--- src/rtl/psram_apb_arbiter.sv ---
// rtl/psram_apb_arbiter.sv - two-requester APB arbiter in front of the PSRAM controller slave port
module psram_apb_arbiter #(
    parameter bit RR = 1'b1
) (
    input  logic        clock,
    input  logic        reset,
    input  logic [31:0] in0_paddr,
    input  logic        in0_psel,
    input  logic        in0_penable,
    input  logic        in0_pwrite,
    input  logic [2:0]  in0_pprot,
    input  logic [31:0] in0_pwdata,
    input  logic [3:0]  in0_pstrb,
    output logic        in0_pready,
    output logic [31:0] in0_prdata,
    output logic        in0_pslverr,
    input  logic [31:0] in1_paddr,
    input  logic        in1_psel,
    input  logic        in1_penable,
    input  logic        in1_pwrite,
    input  logic [2:0]  in1_pprot,
    input  logic [31:0] in1_pwdata,
    input  logic [3:0]  in1_pstrb,
    output logic        in1_pready,
    output logic [31:0] in1_prdata,
    output logic        in1_pslverr,
    output logic [31:0] out_paddr,
    output logic [31:0] out_pwdata,
    output logic [3:0]  out_pstrb,
    output logic [2:0]  out_pprot,
    output logic        out_pwrite,
    output logic        out_psel,
    output logic        out_penable,
    input  logic        out_pready,
    input  logic [31:0] out_prdata,
    input  logic        out_pslverr
);

    typedef enum logic [1:0] {IDLE, SETUP, ACCESS} state_t;

    state_t state;
    logic   grant;
    logic   last;
    logic   pick;
    logic   done;
    logic   done0;
    logic   done1;

    // Requester phase is irrelevant here: a pending transfer is defined by psel alone.
    logic unused_penable;
    assign unused_penable = in0_penable ^ in1_penable;

    always_comb begin
        pick = 1'b0;
        if (in0_psel && in1_psel)
            pick = RR ? ~last : 1'b0;
        else if (in1_psel)
            pick = 1'b1;
    end

    always_ff @(posedge clock or posedge reset) begin
        if (reset) begin
            state       <= IDLE;
            grant       <= 1'b0;
            last        <= 1'b1;
            out_psel    <= 1'b0;
            out_penable <= 1'b0;
            out_pwrite  <= 1'b0;
            out_paddr   <= '0;
            out_pwdata  <= '0;
            out_pstrb   <= '0;
            out_pprot   <= '0;
        end else begin
            case (state)
                IDLE: begin
                    if (in0_psel || in1_psel) begin
                        grant       <= pick;
                        out_paddr   <= pick ? in1_paddr  : in0_paddr;
                        out_pwdata  <= pick ? in1_pwdata : in0_pwdata;
                        out_pstrb   <= pick ? in1_pstrb  : in0_pstrb;
                        out_pprot   <= pick ? in1_pprot  : in0_pprot;
                        out_pwrite  <= pick ? in1_pwrite : in0_pwrite;
                        out_psel    <= 1'b1;
                        out_penable <= 1'b0;
                        state       <= SETUP;
                    end
                end
                SETUP: begin
                    out_penable <= 1'b1;
                    state       <= ACCESS;
                end
                ACCESS: begin
                    if (out_pready) begin
                        last        <= grant;
                        out_psel    <= 1'b0;
                        out_penable <= 1'b0;
                        state       <= IDLE;
                    end
                end
                default: state <= IDLE;
            endcase
        end
    end

    // A grantee that dropped psel mid-transfer gets nothing back; the slave cycle still finishes.
    assign done  = (state == ACCESS) && out_pready;
    assign done0 = done && !grant && in0_psel;
    assign done1 = done &&  grant && in1_psel;

    assign in0_pready  = done0;
    assign in0_prdata  = done0 ? out_prdata : '0;
    assign in0_pslverr = done0 & out_pslverr;
    assign in1_pready  = done1;
    assign in1_prdata  = done1 ? out_prdata : '0;
    assign in1_pslverr = done1 & out_pslverr;

endmodule

--- config.mk ---
export PLATFORM = sky130hd
export DESIGN_NAME = psram_apb_arbiter
export DESIGN_NICKNAME = d
export VERILOG_FILES = /design/src/rtl/psram_apb_arbiter.sv
export SDC_FILE = /design/constraint.sdc
export NUM_CORES = 1
export LEC_CHECK = 0
export CAP_MARGIN = 40
export CORE_AREA = 2 2 125 127
export DETAILED_ROUTE_END_ITERATION = 7
export DIE_AREA = 0 0 127 129
export GPL_ROUTABILITY_DRIVEN = 0
export MAX_ROUTING_LAYER = met4
export PLACE_DENSITY = 0.72
export SYNTH_ARGS = -nofsm -noshare
export SYNTH_HDL_FRONTEND = slang
export SYNTH_SLANG_ARGS = --single-unit
--- constraint.sdc ---
create_clock -name clock -period 3.05 [get_ports clock]
set_input_delay 0.61 -clock clock [delete_from_list [all_inputs] [get_ports clock]]
set_output_delay 0.61 -clock clock [all_outputs]
set_load 0.01 [all_outputs]
==> impl_metrics.py <==
metrics = {
    "route": {
        "maxUsedRoutingLayer": "met4",
        "drc": 0,
        "dr_wl_met2_mm": 7.71,
        "wl_per_cell_um": 17.3,
        "ant_nets": 0,
        "drt-initial-drc-count": 143,
        "routed_wl_mm": 14.6,
        "vias_per_cell": 4.47,
        "first_pass_iters": 4,
        "vias": 3770,
        "wl_met1_mm": 5.65,
        "route.met3.wl_mm": 1.07,
    },
    "die": {
        "core-area_mm2": 0.0150,
        "die_area_mm2": 0.0164,
        "die_w_um": 127,
        "initial_core_util_pct": 30.6,
        "io-pin-count": 326,
        "die-height_um": 129,
        "rows": 45,
    },
    "global_route": {
        "gr-usage-all-layers_pct": 17.7,
        "grt_max_degree": 47,
        "globalRouteOverflowTotal": 0,
        "antenna_found_initial": 0,
        "grt_pass1_vias": 4171,
        "grt_first_pass_wirelength_mm": 22.0,
    },
    "synth": {
        "syn_area_mm2": 0.00458,
        "synthAdderAreaFrac_pct": 0,
        "ys_seq_area_share_pct": 42.6,
        "synthSimpleGateAreaFrac_pct": 10.3,
        "muxShareOfSynthArea_pct": 42.7,
        "synthXorXnorAreaFrac_pct": 0,
        "syn_nets": 513,
        "syn_area_per_cell_um2": 13.9,
        "yosys_warnings": 0,
        "syn_inst": 329,
        "synth-seq-cells": 78,
        "synth_compound_area_share_pct": 0.601,
        "synth.distinct_cells": 21,
        "synth_top_family_by_area": "multiplexers",
    },
    "sta": {
        "finalSetupTns_ps": 0,
        "fin_crit_ps": 2980,
        "finalCritPeriodShare_pct": 97.7,
        "finalSetupViolations": 0,
        "max_slew.worst_pin.slew_ps": 625,
        "skew_ps": 3.27,
        "max_slew_margin_pct": 58.3,
        "rsz0062_at_grt": "true",
        "finalHoldViolCount": 0,
        "max_freq_ghz": 0.336,
        "final_max_slew_viol_count": 0,
    },
    "outcome": {
        "status": "complete, no violations",
    },
    "cts": {
        "cts_sinks": 78,
        "insertion_delay_ps": 320,
        "htree_levels": 3,
        "numCtsBuffers": 9,
        "cts_setup_buffers": 0,
        "cts_buffer_depth": 2,
        "clk_root_buffer_cell": "clkbuf_16",
        "cts_tree": "built",
        "cts.clk_slew.worst_paths_ps": 60,
    },
    "worst_setup_path": {
        "end_kind": "output port",
        "worst-path-max-fanout": 34,
        "cp-start-kind": "input port",
        "arrival_ps": 2370,
        "worstSetupPathType": "input port to output port",
        "critPathRequiredTime_ps": 2440,
    },
    "pwr": {
        "pwr-share-seq_pct": 29.8,
        "irDropWorstVdd_mv": 0.468,
        "combPwrFrac_pct": 52.2,
        "power_switching_mw": 1.85,
        "clkPwrFrac_pct": 18.0,
        "switching_share_pct": 29.7,
        "p_int_mw": 4.38,
        "p_leak_nw": 4.15,
        "power.density_mw_per_mm2": 736,
    },
    "final_layout": {
        "diodes": 0,
        "seq_area_mm2": 0.00195,
        "drive_above_1_share_pct": 26.8,
        "syn2layout_area_growth_pct": 84.6,
        "fin_nets": 835,
        "post-route-util_pct": 56.5,
        "multiInputGateArea_mm2": 0.00247,
        "fillers": 1224,
    },
    "hold_path": {
        "hp-class": "flip-flop to flip-flop",
    },
    "run": {
        "cap_violations": 0,
    },
    "placed_design": {
        "hpwlAfterDp_mm": 11.6,
        "io_buffer_count": 323,
    },
}
[kinds of logic after synthesis]
logic type             count (synthesis)
AOI/OAI and AO/OA                      4
muxes                                146
buffers and inverters                 24
DFF                                   78
and+or+nand+nor                       77
[state kept, by name (all words and copies together), names as in the netlist]
signal,cells
out_paddr,32
out_penable,1
out_pwdata,32
grant,1
out_pstrb,4
out_pprot,3
last,1
out_pwrite,1
out_psel,1
state,2
[through the flow]
stage          hold WS [ps]  instance area [µm²]  setup WS (ps)  total power [mW]  instances
6_report                477                 8460           70.6              6.23        844
5_1_grt                 497                 8460          -23.1              6.59        844
4_1_cts                 479                 8380           14.0              6.33        844
3_5_place_dp            466                 8060           12.0              5.17        828
3_3_place_gp            467                 8060           34.4              5.10        828
2_1_floorplan           461                 4580            447              3.50        329
[cells in the mapped netlist]
| cell type | count | area share [%] |
|---|---|---|
| mux2_2 | 61 | 15 |
| mux2_4 | 84 | 28 |
| a21bo_1 | 1 | 0.22 |
| nor3_1 | 2 | 0.22 |
| a21o_1 | 1 | 0.16 |
| nand2_1 | 3 | 0.25 |
| dfrtp_1 | 77 | 42 |
| o21ai_0 | 1 | 0.11 |
| dfstp_2 | 1 | 0.57 |
| mux2i_1 | 1 | 0.22 |
| clkbuf_1 | 6 | 0.49 |
| nor2b_1 | 1 | 0.14 |
| buf_2 | 3 | 0.33 |
| inv_1 | 2 | 0.16 |
| buf_6 | 8 | 2.0 |
| a21oi_1 | 1 | 0.11 |
| and2_1 | 66 | 9.0 |
| nand3b_1 | 1 | 0.16 |
| nor2_1 | 3 | 0.25 |
| buf_4 | 5 | 0.82 |
| nor3b_2 | 1 | 0.27 |
[repair_timing]
action                                  CTS  global route
gates cloned                              0             0
pin swaps                                 1             0
endpoints found under the setup margin    5            66
gates resized for setup                   0            34
hold buffers                              0             0
[critical path, stage by stage]
cell             delay (ps)
clkdlybuf4s50_1         490
nand3b_1                170
nor2_2                  200
buf_12                  180
and2_1                  140
clkdlybuf4s50_1         580
[layer usage]
metal / GRT usage, % / up-vias
met2: 32.5 / 198
met4: 5.49 / 0
met5: - / -
met1: 19.3 / 1779
li1: - / 1777
met3: 3.49 / 16
[layout make-up]
cell class | count | area share (%)
Timing Repair Buffer | 333 | 41.1
Multi-Input combinational cell | 227 | 29.2
Inverter | 2 | 0.104
Sequential cell | 78 | 23.1
Clock inverter | 6 | 1.02
Tap cell | 188 | 2.78
Clock buffer | 10 | 2.71
[worst paths after layout]
kind / endpoint / cells past startpoint / slack (ps) / start
worst min-delay path: out_psel / 1 / 480 / out_psel
worst max-delay path: in1_prdata[17] / 6 / 70 / out_pready
worst max register to register: out_paddr[18] / 4 / 1160 / last
max in group asynchronous: out_paddr[6] / 3 / 1710 / reset
worst min register to register: out_psel / 1 / 480 / out_psel
min in group asynchronous: out_paddr[8] / 2 / 670 / reset
[power by group through the flow]
stage	Combinational [mW]	Clock, mW	Sequential [mW]
6_report	3.25	1.12	1.85
2_1_floorplan	1.41	0	2.09
3_3_place_gp	3.25	0	1.85
5_1_grt	3.44	1.21	1.94
4_1_cts	3.31	1.16	1.86
3_5_place_dp	3.29	0	1.88
[placed cells by master, fill, tap and decap left out, drive strengths merged]
cell type | Yosys | routed
mux2i | 1 | 1
dfrtp | 77 | 77
nor3b | 1 | 1
and2 | 66 | 66
nor3 | 2 | 2
inv | 2 | 1
nor2b | 1 | 1
nand3b | 1 | 1
nand2 | 3 | 3
dlymetal6s2s | 0 | 33
a21o | 1 | 1
dfstp | 1 | 1
o21ai | 1 | 1
clkbuf | 6 | 10
a21bo | 1 | 1
nor2 | 3 | 3
clkinvlp | 0 | 1
mux2 | 145 | 145
buf | 16 | 10
clkdlybuf4s50 | 0 | 290
bufinv | 0 | 2
clkinv | 0 | 4
a21oi | 1 | 1
(Power assumes the default switching activity.)
